<file path="config.mk">
export PLATFORM = sky130hd
export DESIGN_NAME = box_physics_n
export DESIGN_NICKNAME = d
export VERILOG_FILES = /design/src/rtl/box_physics_pkg.sv /design/src/rtl/box_physics_n_pair_sequencer.sv /design/src/rtl/box_physics_n.sv
export SDC_FILE = /design/constraint.sdc
export NUM_CORES = 1
export LEC_CHECK = 0
export ABC_CLOCK_PERIOD_IN_PS = 14400
export CAP_MARGIN = 10
export CORE_ASPECT_RATIO = 0.8
export CORE_UTILIZATION = 60
export DETAILED_ROUTE_END_ITERATION = 8
export PLACE_DENSITY = 0.83
export SYNTH_ARGS = -nofsm -noshare
export SYNTH_HDL_FRONTEND = slang
export SYNTH_HIERARCHICAL = 1
export SYNTH_SLANG_ARGS = --single-unit
</file>
<file path="constraint.sdc">
create_clock -name clk -period 14.4 [get_ports clk]
set_clock_uncertainty 0.2 [all_clocks]
set_input_delay 3.6 -clock clk [delete_from_list [all_inputs] [get_ports clk]]
set_output_delay 3.6 -clock clk [all_outputs]
set_load 0.02 [all_outputs]
</file>
<file path="src/rtl/box_physics_pkg.sv">
// Shared widths, FSM encoding and reset-value helpers for the N-box physics engine.
package box_physics_pkg;

    localparam int X_W  = 10;
    localparam int Y_W  = 9;
    localparam int V_W  = 8;
    localparam int CD_W = 4;
    // Signed working width for position + velocity before clamping
    localparam int C_W  = 12;

    typedef enum logic [1:0] {
        ST_IDLE,
        ST_MOVE,
        ST_COLLIDE,
        ST_DONE
    } state_t;

    function automatic logic [X_W-1:0] init_x(input int i);
        return X_W'(20 + 60 * i);
    endfunction

    function automatic logic [Y_W-1:0] init_y(input int i);
        return (i % 2 == 0) ? Y_W'(20) : Y_W'(60);
    endfunction

    function automatic logic signed [V_W-1:0] init_vx(input int i);
        return (i % 2 == 0) ? V_W'(2) : V_W'(-2);
    endfunction

    function automatic logic signed [V_W-1:0] init_vy(input int i);
        return ((i % 4) < 2) ? V_W'(-1) : V_W'(1);
    endfunction

    // Lexicographic index of unordered pair (i,j), i<j, among n boxes
    function automatic int pair_idx(input int i, input int j, input int n);
        return i * (2 * n - i - 1) / 2 + (j - i - 1);
    endfunction

endpackage

</file>
<file path="src/rtl/box_physics_n_pair_sequencer.sv">
// Walks all unordered box pairs (0,1),(0,2)..(N-2,N-1), one per step.
module pair_sequencer
    import box_physics_pkg::*;
#(
    parameter int N      = 4,
    parameter int IDX_W  = 2,
    parameter int SLOT_W = 3
) (
    input  logic              clk,
    input  logic              rst,
    input  logic              start,
    input  logic              step,
    output logic [IDX_W-1:0]  pair_i,
    output logic [IDX_W-1:0]  pair_j,
    output logic [SLOT_W-1:0] slot,
    output logic              last
);

    always_ff @(posedge clk or posedge rst) begin
        if (rst) begin
            pair_i <= '0;
            pair_j <= IDX_W'(1);
        end else if (start) begin
            pair_i <= '0;
            pair_j <= IDX_W'(1);
        end else if (step && !last) begin
            if (pair_j == IDX_W'(N - 1)) begin
                pair_i <= pair_i + 1'b1;
                pair_j <= pair_i + IDX_W'(2);
            end else begin
                pair_j <= pair_j + 1'b1;
            end
        end
    end

    assign last = (pair_i == IDX_W'(N - 2)) && (pair_j == IDX_W'(N - 1));
    assign slot = SLOT_W'(pair_idx(int'(pair_i), int'(pair_j), N));

endmodule

</file>
<file path="src/rtl/box_physics_n.sv">
// N-box physics engine: per-frame serial move with wall reflection, then
// serial pairwise collision with cooldown, hit counting and colour advance.
module box_physics_n
    import box_physics_pkg::*;
#(
    parameter int N         = 4,
    parameter int SCREEN_W  = 640,
    parameter int SCREEN_H  = 480,
    parameter int BOX_W     = 48,
    parameter int BOX_H     = 32,
    parameter int CD_FRAMES = 5,
    parameter int HIT_W     = 8,
    parameter int COLOR_W   = 3
) (
    input  logic                   clk,
    input  logic                   rst,
    input  logic                   frame_tick,
    input  logic                   pause,
    output logic [N*X_W-1:0]       pos_x,
    output logic [N*Y_W-1:0]       pos_y,
    output logic [N*V_W-1:0]       vel_x,
    output logic [N*V_W-1:0]       vel_y,
    output logic [N*HIT_W-1:0]     hits,
    output logic [N*COLOR_W-1:0]   color_idx,
    output logic                   busy,
    output logic                   frame_done,
    output logic                   overrun
);

    localparam int P      = N * (N - 1) / 2;
    localparam int IDX_W  = (N > 2) ? $clog2(N) : 1;
    localparam int SLOT_W = (P > 1) ? $clog2(P) : 1;

    localparam logic signed [C_W-1:0] MAX_X = C_W'(SCREEN_W - BOX_W);
    localparam logic signed [C_W-1:0] MAX_Y = C_W'(SCREEN_H - BOX_H);
    localparam logic [C_W-1:0]        BW_C  = C_W'(BOX_W);
    localparam logic [C_W-1:0]        BH_C  = C_W'(BOX_H);

    function automatic logic signed [V_W-1:0] vabs(input logic signed [V_W-1:0] v);
        return v[V_W-1] ? -v : v;
    endfunction

    function automatic logic [HIT_W-1:0] sat_inc(input logic [HIT_W-1:0] h);
        return (&h) ? h : h + 1'b1;
    endfunction

    state_t state, state_nxt;
    logic [IDX_W-1:0] box_cnt;

    logic [X_W-1:0]          px      [N];
    logic [Y_W-1:0]          py      [N];
    logic signed [V_W-1:0]   vx      [N];
    logic signed [V_W-1:0]   vy      [N];
    logic [HIT_W-1:0]        hit_cnt [N];
    logic [COLOR_W-1:0]      col     [N];
    logic [CD_W-1:0]         cd      [P];

    logic                    tick_go;
    logic [IDX_W-1:0]        seq_i, seq_j;
    logic [SLOT_W-1:0]       seq_slot;
    logic                    seq_last;

    assign tick_go = frame_tick && !pause && (state == ST_IDLE);

    pair_sequencer #(
        .N      (N),
        .IDX_W  (IDX_W),
        .SLOT_W (SLOT_W)
    ) u_seq (
        .clk    (clk),
        .rst    (rst),
        .start  (tick_go),
        .step   (state == ST_COLLIDE),
        .pair_i (seq_i),
        .pair_j (seq_j),
        .slot   (seq_slot),
        .last   (seq_last)
    );

    // Move stage: candidate position/velocity for the box selected by box_cnt
    logic [X_W-1:0]        cur_px, mv_px;
    logic [Y_W-1:0]        cur_py, mv_py;
    logic signed [V_W-1:0] cur_vx, cur_vy, mv_vx, mv_vy;
    logic signed [C_W-1:0] nx, ny;

    always_comb begin
        cur_px = px[box_cnt];
        cur_py = py[box_cnt];
        cur_vx = vx[box_cnt];
        cur_vy = vy[box_cnt];
        nx = {{(C_W-X_W){1'b0}}, cur_px} + {{(C_W-V_W){cur_vx[V_W-1]}}, cur_vx};
        ny = {{(C_W-Y_W){1'b0}}, cur_py} + {{(C_W-V_W){cur_vy[V_W-1]}}, cur_vy};

        if (nx < 0) begin
            mv_px = '0;
            mv_vx = vabs(cur_vx);
        end else if (nx > MAX_X) begin
            mv_px = MAX_X[X_W-1:0];
            mv_vx = -vabs(cur_vx);
        end else begin
            mv_px = nx[X_W-1:0];
            mv_vx = cur_vx;
        end

        if (ny < 0) begin
            mv_py = '0;
            mv_vy = vabs(cur_vy);
        end else if (ny > MAX_Y) begin
            mv_py = MAX_Y[Y_W-1:0];
            mv_vy = -vabs(cur_vy);
        end else begin
            mv_py = ny[Y_W-1:0];
            mv_vy = cur_vy;
        end
    end

    // Collide stage: overlap test on the pair currently presented by the sequencer
    logic [C_W-1:0] xi, xj, yi, yj;
    logic           overlap, hit;

    always_comb begin
        xi = C_W'(px[seq_i]);
        xj = C_W'(px[seq_j]);
        yi = C_W'(py[seq_i]);
        yj = C_W'(py[seq_j]);
        overlap = (xi < xj + BW_C) && (xj < xi + BW_C) &&
                  (yi < yj + BH_C) && (yj < yi + BH_C);
        hit = (state == ST_COLLIDE) && overlap && (cd[seq_slot] == '0);
    end

    always_comb begin
        state_nxt  = state;
        busy       = 1'b1;
        frame_done = 1'b0;
        case (state)
            ST_IDLE: begin
                busy = 1'b0;
                if (frame_tick && !pause) state_nxt = ST_MOVE;
            end
            ST_MOVE: begin
                if (box_cnt == IDX_W'(N - 1)) state_nxt = ST_COLLIDE;
            end
            ST_COLLIDE: begin
                if (seq_last) state_nxt = ST_DONE;
            end
            default: begin
                frame_done = 1'b1;
                state_nxt  = ST_IDLE;
            end
        endcase
    end

    always_ff @(posedge clk or posedge rst) begin
        if (rst) begin
            state   <= ST_IDLE;
            box_cnt <= '0;
            overrun <= 1'b0;
            for (int i = 0; i < N; i++) begin
                px[i]      <= init_x(i);
                py[i]      <= init_y(i);
                vx[i]      <= init_vx(i);
                vy[i]      <= init_vy(i);
                hit_cnt[i] <= '0;
                col[i]     <= COLOR_W'(i);
            end
            for (int k = 0; k < P; k++) cd[k] <= '0;
        end else begin
            state <= state_nxt;
            if (frame_tick && state != ST_IDLE) overrun <= 1'b1;
            case (state)
                ST_IDLE: box_cnt <= '0;
                ST_MOVE: begin
                    px[box_cnt] <= mv_px;
                    py[box_cnt] <= mv_py;
                    vx[box_cnt] <= mv_vx;
                    vy[box_cnt] <= mv_vy;
                    box_cnt     <= box_cnt + 1'b1;
                    if (box_cnt == '0) begin
                        for (int k = 0; k < P; k++)
                            if (cd[k] != '0) cd[k] <= cd[k] - 1'b1;
                    end
                end
                ST_COLLIDE: begin
                    if (hit) begin
                        vx[seq_i]      <= -vx[seq_i];
                        vy[seq_i]      <= -vy[seq_i];
                        vx[seq_j]      <= -vx[seq_j];
                        vy[seq_j]      <= -vy[seq_j];
                        hit_cnt[seq_i] <= sat_inc(hit_cnt[seq_i]);
                        hit_cnt[seq_j] <= sat_inc(hit_cnt[seq_j]);
                        col[seq_i]     <= col[seq_i] + 1'b1;
                        col[seq_j]     <= col[seq_j] + 1'b1;
                        cd[seq_slot]   <= CD_W'(CD_FRAMES);
                    end
                end
                default: ;
            endcase
        end
    end

    for (genvar g = 0; g < N; g++) begin : g_flat
        assign pos_x[g*X_W +: X_W]             = px[g];
        assign pos_y[g*Y_W +: Y_W]             = py[g];
        assign vel_x[g*V_W +: V_W]             = vx[g];
        assign vel_y[g*V_W +: V_W]             = vy[g];
        assign hits[g*HIT_W +: HIT_W]          = hit_cnt[g];
        assign color_idx[g*COLOR_W +: COLOR_W] = col[g];
    end

endmodule

</file>
==> summary by stage, run 1 <==
Outcome
The flow ran to the end, and the final reports show no timing, DRC or antenna violations.

Critical path
The worst path buffer plus inverter count is 1. The number of cells traversed by the worst register-to-register path is 16. In this design, the largest share of critical-path delay is due to compound AO/OA/AOI/OAI gates.

The maximum fanout encountered on the critical timing path is 55. The endpoint identified for the worst register-to-register timing path is vel_x[5]. The critical path's slowest cell is sky130_fd_sc_hd__and2_2. The worst setup path is launched from a flip-flop. The worst register-to-register path begins at u_seq/pair_j[0].

The critical path is of the flip-flop to flip-flop type. The critical path capture point type is a flip-flop. The reg2reg setup slack is 7.82 ns. The required time of the critical path is approximately 15 ns. The peak per-stage delay on the critical path is between 0.9 and 1 ns. In this run the worst setup path begins at u_seq/pair_j[0]. Data on the critical path arrives at its endpoint at 6.82 ns. Traced cell by cell, the critical path runs through buf_4 -> ha_1 -> ha_1 -> fa_1 -> xnor2_1 -> xnor2_1 -> xnor3_1 -> nor3b_1 -> o21ai_0 -> o311a_1 -> o221ai_1 -> a211oi_2 -> and2_2 -> a21oi_1 -> and2_1 -> a211o_1. The cell depth of the worst setup path is 16.

Global route
After global routing the overflow that remains totals 0. The initial antenna violation count is 0. Entering global routing, the biggest net connects 145 pins. Global routing used about 39% of the available tracks across all layers. The first global-routing pass estimated between 90 and 100 mm of wire. The via count of the first global-routing pass is 16040.

CTS
The number of levels in the clock H-tree is 1. The CTS root buffer is sky130_fd_sc_hd__clkbuf_16. The clock network latency to the later pin of the worst-skew pair is 0.55 ns.

The clock transition time at the flip-flop clock pins of the worst setup and hold paths is 0.06 ns. The post-CTS resize count is 0. Counting the buffers created by CTS gives 25. The buffer depth of the longest clock path is 3. The TritonCTS clock tree is yes. Hold repair after CTS inserted 0 buffers. The setup fix buffers added after clock tree synthesis is 0.

CTS saw between 200 and 250 sinks.

Final layout
The area growth from synthesis to layout is 15.76%. The fill cell total of the finished layout is 2119. The proportion of layout cells with a drive suffix above 1 is 15.27%.

The number of standard cells in the final layout excluding fillers is between 2000 and 2500. The end-of-flow core utilization is 71.53%. The final layout net count is approximately 2000.

The library cell used most frequently in the layout, excluding fill and tap cells, is sky130_fd_sc_hd__nand2_1. Leaving out fill and tap cells, the most frequent cells in the layout are sky130_fd_sc_hd__nand2_1, sky130_fd_sc_hd__clkdlybuf4s50_1, sky130_fd_sc_hd__dfrtp_1. The count of inserted antenna diode cells is 0.

Logic synthesis
sky130_fd_sc_hd__dfrtp_1 takes more of the synthesized area than any other cell. The distinct cell type count after synthesis is 92. In this run the biggest area consumer among cell types represents 22.07% of the synthesized area. The combined area of all synthesized cells is 17690 µm². The most frequently used flop master after synthesis is sky130_fd_sc_hd__dfrtp_1. The count of flip-flops with a built-in enable after synthesis is 0.

The Yosys step of the flow raised 6 warnings. The register bit total from synthesis is 217. The share of synthesized flip-flops with an asynchronous set or reset is 100.0%. The mean post-synth cell area is 9.794 µm². After synthesis, flip-flops and latches occupy 31.13% of the total area. The synthesized netlist net count is 1911. By area the synthesized netlist is led by sky130_fd_sc_hd__dfrtp_1, sky130_fd_sc_hd__mux4_2, sky130_fd_sc_hd__dfstp_2, sky130_fd_sc_hd__ha_1, sky130_fd_sc_hd__nand2_1.

The instance count of the mapped netlist is ~1800.

STA
Setup total negative slack on the finished layout was measured at 0 ns. After layout, the minimum clock period comes to around 6.6 ns. Static timing analysis puts the maximum clock frequency at 0.1519 GHz. In the finished design, the share of the clock period the worst path needs comes to a little under half.

The count of final max-slew check failures is 0. The max-slew headroom at the worst pin is about 23%. Setup repair after global routing left no endpoint under its margin. The count of final setup violators is 0. The pin slew with the least headroom to its limit is roughly 1.2 ns.

The count of final hold-check violations was 0.

Worst hold path
The path with the worst hold slack has its endpoint at overrun. The worst hold path begins at overrun. The path category of the worst min-delay check is flip-flop to flip-flop.

Counting instances, the worst hold path has a depth of 1.

Placement
The congestion estimate from routability-driven global placement came to 0.9856. The number of cells after detailed placement is 2276. During placement, the flow inserted port buffers numbering between 150 and 200. Detailed placement ended at an HPWL of 41.25 mm.

Floorplanning
The die footprint is 30180 µm². The die span in x is 194.0 µm. The starting density of the core is about three fifths. The row count is 55.

During I/O placement, the number of pins put on the boundary was 191. The height of the die is between 150 and 200 µm. The core area is 28630 µm².

Drt
The total vias in the final route is 16510. The post-route antenna net violation count is 0. Using the TritonRoute via totals, the vias-per-cell ratio works out to 7.114.

After detailed routing, the average wire length per cell comes to about 25 µm. The number of iterations in the first detailed-routing pass is 8. The residual DRC count is 0.

The starting DRC count in detailed routing is 2177. The overall routed net length is just under 60 mm.

Job
The max-cap violation count is 0.
through the flow:
step	area [µm²]	hold WS [ns]	worst slack, ns
4_1_cts	20480	0.2787	7.976
6_report	20480	0.2799	7.816
5_1_grt	20480	0.2955	7.441
3_5_place_dp	19680	0.2667	7.986
3_3_place_gp	19680	0.2406	8.075
2_1_floorplan	17690	0.2587	4.877
worst max-delay path by stage:
stage / end / slack (ns)
4_1_cts: vel_x[5] / 7.98
2_1_floorplan: box_cnt[0] / 4.88
5_1_grt: vel_x[5] / 7.44
3_5_place_dp: vel_x[5] / 7.99
3_3_place_gp: vel_x[5] / 8.08
6_report: vel_x[5] / 7.82
layer usage:
metal	part of all wire (%)	track usage [%]	vias to the layer above
met3	13	10.46	166
met5	0	0	-
li1	-	-	7055
met2	45	58.94	1265
met1	39	53.12	8026
met4	3.4	13.38	0
cells by family (layout without fill, tap and decap cells):
| kind of cell | after synthesis | after routing | share of synthesized area [%] |
|---|---|---|---|
| flops | 217 | 217 | 31.13 |
| xor+xnor | 90 | 90 | 4.534 |
| simple gates | 563 | 563 | 15.06 |
| fa+ha+maj | 101 | 101 | 7.314 |
| compound gates | 497 | 497 | 19.71 |
| mux | 154 | 154 | 17.62 |
| buf+inv | 184 | 329 | 4.626 |
synthesized netlist by cell type, drive strengths merged (52+ instances only):
cell type	count
a21oi	78
a22o	52
buf	55
clkbuf	54
dfrtp	156
dfstp	61
ha	97
inv	74
mux4	125
nand2	218
nor2	126
o21ai	105
o22ai	57
cell type report:
cell class                 instances  area [µm²]  share of cell area (%)
multi-input combinational       1405       11370                   55.52
sequential                       217        5519                   26.95
timing repair buffer             209        2044                   9.985
clock buffer                      38       724.4                   3.538
tap                              370       462.9                   2.261
inverter                          75       289.0                   1.412
clock inverter                     7       68.82                  0.3361
worst register-to-register path: cells and delay by family (launching register included):
kind                       cells  cell delay, ns
buffers and inverters          1            0.69
AOI/OAI and AO/OA              6            1.73
and+or+nand+nor                3            1.42
adders and majority gates      3            0.97
xor gates and xnor gates       3            0.64
DFF                            1            0.84
registers in the layout, summed over array words and instances (netlist names):
register and cells:
vel_x 32, cd 24, color_idx 12, vel_y 32
pos_x 40, pos_y 36, overrun 1, u_seq/pair_i 2
box_cnt 2, state 2, hits 32, u_seq/pair_j 2
Power of run 1 is not shown: default switching activity piles up to over one toggle a cycle in this logic, so the estimate is an artifact.
==> run 2, diff against run 1 <==
--- a/config.mk
+++ b/config.mk
@@ -5,12 +5,12 @@
 export SDC_FILE = /design/constraint.sdc
 export NUM_CORES = 1
 export LEC_CHECK = 0
-export ABC_CLOCK_PERIOD_IN_PS = 14400
+export ABC_CLOCK_PERIOD_IN_PS = 6600
 export CAP_MARGIN = 10
 export CORE_ASPECT_RATIO = 0.8
-export CORE_UTILIZATION = 60
+export CORE_UTILIZATION = 59
 export DETAILED_ROUTE_END_ITERATION = 8
-export PLACE_DENSITY = 0.83
+export PLACE_DENSITY = 0.82
 export SYNTH_ARGS = -nofsm -noshare
 export SYNTH_HDL_FRONTEND = slang
 export SYNTH_HIERARCHICAL = 1
==> constraint.sdc (replaced) <==
create_clock -name clk -period 6.6 [get_ports clk]
set_clock_uncertainty 0.2 [all_clocks]
set_input_delay 1.65 -clock clk [delete_from_list [all_inputs] [get_ports clk]]
set_output_delay 1.65 -clock clk [all_outputs]
set_load 0.02 [all_outputs]
==> run 2 against run 1 <==
Net effect: sequential share of layout area fell by 0.20 points; core utilization decreased by 1.4 points; count of clock-buffer cells in the layout is 2 lower; critical endpoint is now vel_y[15]; largest cell class unchanged.
==> summary by stage, run 2 (same netlist as run 1, synthesis figures left out) <==
Outcome
The flow ran to the end, and the final reports show no timing, DRC or antenna violations.

Critical path
The reg-to-reg critical path endpoint is vel_y[15]. The signal on the critical path passes through inv_2 -> ha_1 -> ha_1 -> fa_1 -> xnor2_1 -> xnor2_1 -> xnor3_1 -> nor3b_1 -> o21ai_0 -> o311a_1 -> o221ai_1 -> a211oi_2 -> and2_2 -> buf_4 -> a21o_1 -> and3_1 -> a221o_1. The maximum fanout encountered on the critical timing path was 31 (-44%). The critical path capture point type is a flip-flop. The critical path's slowest cell is sky130_fd_sc_hd__dfrtp_4. The startpoint identified for the worst register-to-register timing path is u_seq/pair_i[0]. The peak per-stage delay on the critical path is 0.83 ns (-0.11 ns). The family with the most delay on the worst path is compound AO/OA/AOI/OAI gates. The reg2reg setup slack is 0.88 ns (-6.94 ns).

The setup path with the least slack is of type flip-flop to flip-flop. In this run the worst setup path begins at u_seq/pair_i[0]. The worst path arrival time is 6.00 ns (-0.82 ns).

The kind of launch point of the worst setup path is a flip-flop. The worst path buffer plus inverter count came to 2 (+1). The required time of the critical path was 6.88 ns (-7.76 ns). The number of cells traversed by the worst register-to-register path came to 17 (+1).

Placement
The routability congestion estimate came to 0.9879 (+0.23%). The detailed-placement wirelength estimate is 41.85 mm (+1.5%). The count of input and output buffers was 190 (unchanged).

CTS
The clock network latency to the later pin of the worst-skew pair is 0.54 ns (about the same). The clock transition time at the flip-flop clock pins of the worst setup and hold paths is 0.07 ns (about the same). The TritonCTS clock tree is yes. The post-CTS resize count is 0 (unchanged).

The buffer depth of the longest clock path is 3 (unchanged). The number of buffers inserted for hold repair after clock tree synthesis is 0 (unchanged). The number of buffers created by CTS is 24 (-4.0%). The setup fix buffers added after clock tree synthesis was 0 (unchanged). The sink count of the clock tree is 217 (unchanged). The number of levels in the clock H-tree is 1 (unchanged).

The CTS root buffer is sky130_fd_sc_hd__clkbuf_16.

Global route
The met3 track utilization from global routing is 10.45% (about the same). The maximum number of pins on one net before global-route repair was 173 (+19%). The via count of the first global-routing pass is 15860 (-1.2%).

The wire length of the first global-routing pass is 91.09 mm (+0.13%). The met1 usage in global routing is 53.67% (+0.55 points). The global router's overall resource usage was 38.27% (-0.25 points). The initial antenna violation count is 0 (unchanged). The met2 demand-to-capacity share in global routing was 57.86% (-1.1 points).

The total congestion overflow after global routing is 0 (unchanged). The most used routing layer is met2.

Final layout
The count of inserted antenna diode cells is 0 (unchanged). Leaving out fill and tap cells, the most frequent cell in the layout is sky130_fd_sc_hd__nand2_1. The end-of-flow core utilization is 70.09% (-1.4 points). From synthesis to final layout, the design area changed by 16.62%.

The fill cell total of the finished layout is 2186 (+3.2%). The number of flip-flops under the largest register name is 40 (unchanged). The proportion of layout cells with a drive suffix above 1 came to 15.82% (+0.55 points). The library cells used most frequently in the layout, excluding fill and tap cells, are sky130_fd_sc_hd__nand2_1, sky130_fd_sc_hd__clkdlybuf4s50_1, sky130_fd_sc_hd__dfrtp_1.

The final layout net count is 2046 (+0.39%).

Floorplanning
The height of the die came to 156.9 µm (+0.83%). The row count is 56 (+1.8%). The starting density of the core was 60.11% (-1.7 points). The core area is 29430 µm² (+2.8%). The die footprint came to 30680 µm² (+1.7%). The number of primary I/O pins is 191 (unchanged). The die span in x is 195.6 µm (+0.84%).

STA
The aggregate negative setup slack came to 0 ns (unchanged). The peak clock frequency supported by timing is 0.1748 GHz (+15%). The count of final hold-check violations is 0 (unchanged). Setup repair after global routing left no endpoint under its margin. The share of the clock period used by the worst path after layout is 86.67% (+41 points). The max-slew headroom at the worst pin is 19.27% (-3.7 points). The count of final max-slew check failures is 0 (unchanged). The count of final setup violators is 0 (unchanged). The pin slew with the least headroom to its limit came to 1.207 ns (+0.05102 ns). The time the final worst path needs with I/O delays and setup is 5.720 ns (-0.8641 ns).

Drt
The average vias per placed instance is 7.036 (-1.1%). The per-cell routed wire length is 25.15 µm (-0.11%). The post-route antenna net violation count is 0 (unchanged). The total vias in the final route is 16440 (-0.45%). The overall routed net length is 58.76 mm (+0.53%).

The residual DRC count is 0 (unchanged). The number of iterations in the first detailed-routing pass is 5 (-3). The starting DRC count in detailed routing came to 2299 (+5.6%).

Job
The max-cap violation count came to 0 (unchanged).

Worst hold path
The cell depth of the worst hold path is 1 (unchanged). The start point of the worst hold path is overrun. The capture endpoint of the worst hold path is overrun. The tightest min-delay check is of the flip-flop to flip-flop type.
[run 2: cell count changes in the layout (fill, tap and decap cells not counted), sizes merged]
cell and change:
clkinvlp +2, bufinv +2, clkbuf -2, buf +9, inv -3
[run 2: area by class of cell]
cell class | instances | area, µm² | share of cell area, %
well taps | 377 | 471.7 | 2.287
repair buffers | 218 | 2137 | 10.36
multi-input cells | 1405 | 11370 | 55.12
clock inverters | 8 | 117.6 | 0.5702
flip-flops and latches | 217 | 5519 | 26.76
inverters | 75 | 285.3 | 1.383
clock buffers | 36 | 726.9 | 3.524
[run 2: worst max path at each step]
stage                           end  slack (ns)  cells past startpoint
after floorplan           vel_y[29]        1.16                     18
final                     vel_y[15]        0.88                     17
after global routing      vel_x[15]        0.50                     17
after detailed placement  vel_x[10]        0.98                     17
after global placement    vel_x[10]        1.15                     17
after CTS                 vel_y[15]        0.95                     17
[run 2: worst register-to-register path, delay by kind of cell (launching register included)]
kind,cells,cell delay (ns)
compound gates,6,1.50
xor+xnor,3,0.64
fa+ha+maj,3,0.97
buf+inv,2,0.62
flops,1,0.83
simple gates,3,0.90
[run 2: routing by layer]
layer  part of all wire (%)  up-vias  routed length (µm)
met5                      0        -                   0
met4                    2.8        0                1644
met3                     14      147                7969
met2                     44     1185               26020
met1                     39     8037               23120
li1                       -     7068                   -
[run 2: per-stage QoR]
| step | instance area (µm²) | worst slack (ns) | std cells | hold WS, ns |
|---|---|---|---|---|
| global placement | 19780 | 1.147 | 2292 | 0.2393 |
| global route | 20630 | 0.5019 | 2336 | 0.2944 |
| finish | 20630 | 0.8801 | 2336 | 0.2618 |
| CTS | 20630 | 0.9461 | 2336 | 0.2648 |
| floorplan | 17690 | 1.161 | 1806 | 0.2587 |
| detailed placement | 19780 | 0.9848 | 2292 | 0.2451 |
Power of run 2 is left out for the same reason.
